[src/rtl/uart_msg_framer_pkg.sv]
// Shared definitions for the UART message framer: start delimiter, default payload
// depth and the state encodings of the framer and the byte loader.
// Optional trailing checksum is enabled with the MSG_CHECKSUM_EN macro.
package uart_msg_framer_pkg;

  localparam logic [7:0] SP_START         = 8'h7E;
  localparam int         MSG_DATAMAXBYTES = 10;

  typedef enum logic [2:0] {
    S_IDLE = 3'd0,
    S_HEAD = 3'd1,
    S_BCNT = 3'd2,
    S_BODY = 3'd3,
    S_CSUM = 3'd4,
    S_DONE = 3'd5
  } frame_state_t;

  typedef enum logic [1:0] {
    L_IDLE     = 2'd0,
    L_LOAD     = 2'd1,
    L_ACK_LOW  = 2'd2,
    L_ACK_HIGH = 2'd3
  } load_state_t;

endpackage

[src/rtl/uart_msg_framer_if.sv]
// Byte-load link between the framer (master) and the uart TX half (slave).
interface uart_msg_framer_if;
  logic       ld_tx_data;
  logic [7:0] tx_data;
  logic       tx_enable;
  logic       tx_empty;

  modport master (output ld_tx_data, output tx_data, output tx_enable, input tx_empty);
  modport slave  (input ld_tx_data, input tx_data, input tx_enable, output tx_empty);
endinterface

[src/rtl/uart_msg_framer_byte_loader.sv]
// Hands one byte to the uart: waits for an empty holding register, strobes
// ld_tx_data for one cycle, then waits for the uart to take the byte (tx_empty
// low) and finish with it (tx_empty high) before reporting acceptance.
module uart_byte_loader
  import uart_msg_framer_pkg::*;
(
  input  logic       i_clk,
  input  logic       i_reset,
  input  logic       i_byte_valid,
  input  logic [7:0] i_byte_in,
  input  logic       i_tx_empty,
  output logic       o_byte_accepted,
  output logic       o_ld_tx_data,
  output logic [7:0] o_tx_data
);

  load_state_t r_state;
  load_state_t w_state_next;
  logic [7:0]  r_tx_data;
  logic        w_start_load;

  assign w_start_load = (r_state == L_IDLE) && i_byte_valid && i_tx_empty;

  // Handshake state register.
  always_ff @(posedge i_clk) begin
    if (i_reset) r_state <= L_IDLE;
    else         r_state <= w_state_next;
  end

  // Capture the byte on entry to LOAD so tx_data stays stable for the whole handshake.
  always_ff @(posedge i_clk) begin
    if (i_reset)           r_tx_data <= 8'h00;
    else if (w_start_load) r_tx_data <= i_byte_in;
  end

  // Next-state and strobe decode.
  always_comb begin
    w_state_next    = r_state;
    o_byte_accepted = 1'b0;
    o_ld_tx_data    = 1'b0;
    case (r_state)
      L_IDLE:     if (w_start_load) w_state_next = L_LOAD;
      L_LOAD: begin
        o_ld_tx_data = 1'b1;
        w_state_next = L_ACK_LOW;
      end
      L_ACK_LOW:  if (!i_tx_empty) w_state_next = L_ACK_HIGH;
      L_ACK_HIGH: if (i_tx_empty) begin
        o_byte_accepted = 1'b1;
        w_state_next    = L_IDLE;
      end
      default:    w_state_next = L_IDLE;
    endcase
  end

  assign o_tx_data = r_tx_data;

endmodule

[src/rtl/uart_msg_framer.sv]
// Frames the buffered payload as START(0x7E), BCNT, BODY[0..BCNT-1] and feeds it
// byte by byte to the uart through uart_byte_loader.
// MSG_CHECKSUM_EN adds a trailing byte: sum mod 256 of BCNT and all BODY bytes.
module uart_msg_framer
  import uart_msg_framer_pkg::*;
#(
  parameter int DATAMAXBYTES = MSG_DATAMAXBYTES,
  parameter int ADDR_W       = 4
) (
  input  logic              i_clk,
  input  logic              i_reset,
  input  logic              i_wr_en,
  input  logic [ADDR_W-1:0] i_wr_addr,
  input  logic [7:0]        i_wr_data,
  input  logic [7:0]        i_nbytes,
  input  logic              i_send,
  output logic              o_busy,
  output logic              o_done,
  uart_msg_framer_if.master u_uart
);

`ifdef MSG_CHECKSUM_EN
  localparam frame_state_t S_AFTER_BODY = S_CSUM;
`else
  localparam frame_state_t S_AFTER_BODY = S_DONE;
`endif

  frame_state_t      r_state;
  frame_state_t      w_state_next;
  logic [7:0]        r_buf [DATAMAXBYTES];
  logic [7:0]        r_len;
  logic [ADDR_W-1:0] r_idx;
  logic [7:0]        w_len_clamped;
  logic [7:0]        w_buf_rd;
  logic              w_last_body;
  logic              w_accept;
  logic              w_wr_in_range;
  logic              w_byte_valid;
  logic [7:0]        w_byte;
  logic              w_byte_accepted;
`ifdef MSG_CHECKSUM_EN
  logic [7:0]        r_csum;
`endif

  assign o_busy         = (r_state != S_IDLE) && (r_state != S_DONE);
  assign o_done         = (r_state == S_DONE);
  assign u_uart.tx_enable = o_busy;

  assign w_accept      = (r_state == S_IDLE) && i_send;
  assign w_len_clamped = (i_nbytes > 8'(DATAMAXBYTES)) ? 8'(DATAMAXBYTES) : i_nbytes;
  assign w_wr_in_range = (32'(i_wr_addr) < DATAMAXBYTES);
  assign w_buf_rd      = r_buf[r_idx];
  assign w_last_body   = (8'(r_idx) == (r_len - 8'd1));

  // Payload buffer; frozen while a frame is in flight so the frame is self-consistent.
  always_ff @(posedge i_clk) begin
    if (i_reset) begin
      for (int i = 0; i < DATAMAXBYTES; i++) r_buf[i] <= 8'h00;
    end else if (i_wr_en && !o_busy && w_wr_in_range) begin
      r_buf[i_wr_addr] <= i_wr_data;
    end
  end

  // Frame state register.
  always_ff @(posedge i_clk) begin
    if (i_reset) r_state <= S_IDLE;
    else         r_state <= w_state_next;
  end

  // Length latch, body index and optional running checksum.
  always_ff @(posedge i_clk) begin
    if (i_reset) begin
      r_len  <= 8'h00;
      r_idx  <= '0;
`ifdef MSG_CHECKSUM_EN
      r_csum <= 8'h00;
`endif
    end else begin
      if (w_accept) begin
        r_len <= w_len_clamped;
        r_idx <= '0;
      end
      if ((r_state == S_BODY) && w_byte_accepted) r_idx <= r_idx + ADDR_W'(1);
`ifdef MSG_CHECKSUM_EN
      if ((r_state == S_BCNT) && w_byte_accepted) r_csum <= r_len;
      if ((r_state == S_BODY) && w_byte_accepted) r_csum <= r_csum + w_buf_rd;
`endif
    end
  end

  // Byte sequencing: pick the byte for the current state, advance on acceptance.
  always_comb begin
    w_state_next = r_state;
    w_byte_valid = 1'b0;
    w_byte       = SP_START;
    case (r_state)
      S_IDLE: if (i_send) w_state_next = S_HEAD;
      S_HEAD: begin
        w_byte_valid = 1'b1;
        w_byte       = SP_START;
        if (w_byte_accepted) w_state_next = S_BCNT;
      end
      S_BCNT: begin
        w_byte_valid = 1'b1;
        w_byte       = r_len;
        if (w_byte_accepted) w_state_next = (r_len == 8'd0) ? S_AFTER_BODY : S_BODY;
      end
      S_BODY: begin
        w_byte_valid = 1'b1;
        w_byte       = w_buf_rd;
        if (w_byte_accepted && w_last_body) w_state_next = S_AFTER_BODY;
      end
`ifdef MSG_CHECKSUM_EN
      S_CSUM: begin
        w_byte_valid = 1'b1;
        w_byte       = r_csum;
        if (w_byte_accepted) w_state_next = S_DONE;
      end
`endif
      S_DONE:  w_state_next = S_IDLE;
      default: w_state_next = S_IDLE;
    endcase
  end

  uart_byte_loader u_loader (
    .i_clk           (i_clk),
    .i_reset         (i_reset),
    .i_byte_valid    (w_byte_valid),
    .i_byte_in       (w_byte),
    .i_tx_empty      (u_uart.tx_empty),
    .o_byte_accepted (w_byte_accepted),
    .o_ld_tx_data    (u_uart.ld_tx_data),
    .o_tx_data       (u_uart.tx_data)
  );

endmodule

[src/flat_wrapper.sv]
// flat-port wrapper written by rule: the top's interface ports become plain ports
module uart_msg_framer_flat import uart_msg_framer_pkg::*;
#(
  parameter int DATAMAXBYTES = MSG_DATAMAXBYTES,
  parameter int ADDR_W       = 4
)
  (i_clk, i_reset, i_wr_en, i_wr_addr, i_wr_data, i_nbytes, i_send, o_busy, o_done, u_uart_ld_tx_data, u_uart_tx_data, u_uart_tx_enable, u_uart_tx_empty);
  uart_msg_framer_if u_uart_i ();
  input  logic i_clk;
  input  logic i_reset;
  input  logic i_wr_en;
  input  logic [ADDR_W-1:0] i_wr_addr;
  input  logic [7:0] i_wr_data;
  input  logic [7:0] i_nbytes;
  input  logic i_send;
  output logic o_busy;
  output logic o_done;
  output wire logic [$bits(u_uart_i.ld_tx_data)-1:0] u_uart_ld_tx_data;
  output wire logic [$bits(u_uart_i.tx_data)-1:0] u_uart_tx_data;
  output wire logic [$bits(u_uart_i.tx_enable)-1:0] u_uart_tx_enable;
  input wire logic [$bits(u_uart_i.tx_empty)-1:0] u_uart_tx_empty;
  assign u_uart_ld_tx_data = u_uart_i.ld_tx_data;
  assign u_uart_tx_data = u_uart_i.tx_data;
  assign u_uart_tx_enable = u_uart_i.tx_enable;
  assign u_uart_i.tx_empty = u_uart_tx_empty;
  uart_msg_framer #(.DATAMAXBYTES(DATAMAXBYTES), .ADDR_W(ADDR_W)) u_core (.i_clk(i_clk), .i_reset(i_reset), .i_wr_en(i_wr_en), .i_wr_addr(i_wr_addr), .i_wr_data(i_wr_data), .i_nbytes(i_nbytes), .i_send(i_send), .o_busy(o_busy), .o_done(o_done), .u_uart(u_uart_i));
endmodule
[config.mk]
export PLATFORM = sky130hd
export DESIGN_NAME = uart_msg_framer_flat
export DESIGN_NICKNAME = d
export VERILOG_FILES = /design/src/rtl/uart_msg_framer_pkg.sv /design/src/rtl/uart_msg_framer_if.sv /design/src/rtl/uart_msg_framer_byte_loader.sv /design/src/rtl/uart_msg_framer.sv /design/src/flat_wrapper.sv
export SDC_FILE = /design/constraint.sdc
export NUM_CORES = 1
export LEC_CHECK = 0
export CORE_MARGIN = 3
export CORE_UTILIZATION = 60
export CTS_BUF_LIST = sky130_fd_sc_hd__clkbuf_8
export DETAILED_ROUTE_END_ITERATION = 12
export GPL_TIMING_DRIVEN = 0
export PLACE_DENSITY = 0.8
export SKIP_LAST_GASP = 1
export SLEW_MARGIN = 5
export SYNTH_ARGS = -nofsm -noshare
export SYNTH_HDL_FRONTEND = slang
export SYNTH_SLANG_ARGS = --single-unit
export TNS_END_PERCENT = 30
[constraint.sdc]
create_clock -name i_clk -period 5.8 [get_ports i_clk]
set_input_delay 1.16 -clock i_clk [delete_from_list [all_inputs] [get_ports i_clk]]
set_output_delay 1.16 -clock i_clk [all_outputs]
set_load 0.02 [all_outputs]
==> results_dict.tcl <==
set metrics [dict create \
    outcome "complete, no violations" \
    io_pins 37 \
    drtIter0Drc 359 \
    syn-cell-area_um2 6980 \
    wl_met2_mm 7.34 \
    gp_congestion 0.820 \
    root_buffer "clkbuf_8" \
    ir_worst_vdd_v 0.000235 \
    synthArstFlopShare_pct 0 \
    dr.max_layer_used "met4" \
    met1_length_mm 6.15 \
    ys_seq_elements 157 \
    grt_pass1_vias 4399 \
    antenna_cells 0 \
    avgSynthCellArea_um2 13.9 \
    clk_pin_slew_ps 80 \
    fin_tns_setup_ps 0 \
    synth_top_area_share_pct 55.0 \
    totalWireLength_mm 14.7 \
    cts_setup_buffers 0 \
    yosys_warnings 0 \
    cp.arrival_ps 2160 \
    hpwl_mm 10.4 \
    finalHoldViolations 0 \
    yosysSeqAreaShare_pct 63.4 \
    critical_path.startpoint_type "flip-flop" \
    fp.coreArea_um2 11100 \
    yosysTopAreaCell "edfxtp_1" \
    io_buffers 34 \
    hp-class "reg2reg" \
    timing.final.crit_share_pct 57.2 \
    synth.top_cells.by_area "edfxtp_1 (55%), dfxtp_1 (8.3%), mux4_2 (6.5%), nor2_1 (5.6%), mux4_1 (3.8%)" \
    fp.dieW_um 114 \
    powerDensity_nw_per_um2 308 \
    grt.overflow.total 0 \
    routedWlPerCell_um 19.4 \
    final_area_um2 8170 \
    reg2reg_from "u_core.r_state[2]" \
    grt_max_degree 17 \
    setup.worst_path.class "reg2out" \
    worst_pin_slew_ps 1050 \
    drc_errors 0 \
    maxCapViolCount 0 \
    synth_most_common_cell "edfxtp_1" \
    rsz0062_at_grt "false" \
    first_pass_iters 5 \
    die_h_um 114 \
    max_slew_margin_pct 29.2 \
    syn_inst 501 \
    cts-buffers-inserted 17 \
    min_path_cells 2 \
    reg2regPathDepth 7 \
    grtUsageTotal_pct 24.3 \
    vias_per_cell 5.92 \
    endpoint_kind "output port" \
    hp-start "u_core.u_loader.o_tx_data[4]" \
    grt_pass1_wl_mm 23.3 \
    critPathRequiredTime_ps 4640 \
    clockBufferDepth 2 \
    synth_cell_type_count 55 \
    clk_latency_ps 460 \
    final_antenna_net_count 0 \
    numClockSinks 157 \
    r2r_slack_ps 3210 \
    dieArea_um2 13000 \
    ctsResizeCount 0 \
    r2r-end "u_core.r_buf[1][5]" \
    power_leakage_nw 3.02 \
    place_area_um2 7670 \
    vias 4460 \
    fillCellCount 763 \
    syn_to_final_growth_pct 17.0 \
    hold_path_end "u_core.u_loader.o_tx_data[4]" \
    route.met3.wl_um 897 \
    cts_tree "built" \
    postCtsHoldBufs 0 \
    fin_worst_skew_ps 9.11 \
    rows 38 \
    startpoint "u_core.r_state[2]" \
    h-tree-depth 4 \
    drv_slew 0 \
    final_net_count 634 \
    drive_above_1_share_pct 14.7 \
    setup_violations 0 \
    synth_edf_count 128 \
    synth-main-ff-cell "edfxtp_1" \
    initial_utilization_pct 62.8 \
    synth_commonest_cells "edfxtp_1 (128), nor2_1 (105), dfxtp_1 (29)" \
    fmax_mhz 302 \
    path_max_fanout 10 \
    min_period_ps 3320 \
    antenna_found_initial 0 \
]
[metal layers]
| layer | track usage [%] | vias to the layer above |
|---|---|---|
| met4 | 9.26 | 0 |
| met2 | 38.8 | 182 |
| met3 | 5.25 | 23 |
| li1 | - | 2030 |
| met5 | 0 | - |
| met1 | 33.2 | 2225 |
[flip-flops by register name, indices dropped and copies added, names as in the netlist, named ones only]
register and count:
u_core.r_buf 128, u_core.r_idx 4, u_core.r_len 8, u_core.r_state 3, u_core.u_loader.o_tx_data 8, u_core.u_loader.r_state 2
[cell type report]
class,count,area [µm²],share of cell area (%)
timing repair buffer,34,340,4.17
sequential,157,4420,54.2
inverter,16,60.1,0.735
tap,140,175,2.14
clock buffer,17,234,2.86
buffer,27,173,2.11
multi-input combinational,348,2500,30.6
clock inverter,15,259,3.17
[through the flow]
stage | setup WS (ps) | power (W) | util (%) | hold slack, ps | std cells
after floorplan | 3050 | 0.00146 | - | 470 | 548
after global routing | 2360 | 0.00260 | 73.4 | 526 | 754
after global placement | 2340 | 0.00153 | 69.0 | 481 | 722
final | 2480 | 0.00251 | 73.4 | 497 | 754
after CTS | 2470 | 0.00252 | 73.4 | 501 | 754
after detailed placement | 2260 | 0.00155 | 69.0 | 486 | 722
[report_power, final]
group	switching, W	internal (W)	leakage, nW
clock network	0.000422	0.000564	0.239
logic	0.000137	0.0000957	1.23
registers	0.0000219	0.00127	1.56
total	0.000581	0.00193	3.02
[critical path: stages (launching register included)]
cell and delay, ps:
dfxtp_1 330, buf_2 190, nand2_1 100, a21oi_1 310
inv_1 110, buf_4 140, clkdlybuf4s50_1 520
[worst max-delay path by stage]
stage	to	depth (start not counted)
finish	u_uart_tx_enable	6
global route	u_uart_tx_enable	6
CTS	u_uart_tx_enable	6
detailed placement	u_core.r_buf[1][6]	6
global placement	u_core.r_buf[1][6]	6
floorplan	u_core.r_buf[2][0]	7
[logic make-up (layout without fill, tap and decap cells)]
logic type	after synthesis	after routing	share of synthesized area, %
AO/OA/AOI/OAI	56	56	5.54
buffers and inverters	43	109	3.33
flip-flops	157	157	63.4
other	1	48	0.0537
AND/OR/NAND/NOR	192	192	14.1
multiplexers	39	39	11.5
adder cells (fa/ha/maj)	8	8	1.43
XOR/XNOR	5	5	0.627
[layout by cell type, fill, tap and decap left out, types with 3 or more instances in the layout]
cell             synthesis  routed
nand4bb_1                3       3
ha_1                     8       8
inv_6                    0       3
and2_1                   5       5
bufinv_16                0       6
nand3b_1                 5       5
mux4_2                  20      20
buf_4                    5       5
mux4_1                  10      10
a211oi_1                12      12
mux2i_1                  7       7
o21ai_0                  5       5
a21oi_1                 14      14
inv_1                   16      16
clkbuf_8                 0      17
nand2b_1                13      13
dfxtp_1                 29      29
a22oi_1                 13      13
nor3_1                  13      13
clkdlybuf4s50_1          0      34
nand2_2                  8       8
edfxtp_1               128     128
xnor2_1                  3       3
clkinv_4                 0       3
clkbuf_1                 6       6
buf_2                   11      11
nand3_1                  6       6
nor2b_1                  4       4
conb_1                   1      48
buf_6                    3       3
nor2_1                 105     105
nand2_1                 12      12
Note: power is estimated with default switching activity, not from simulation.
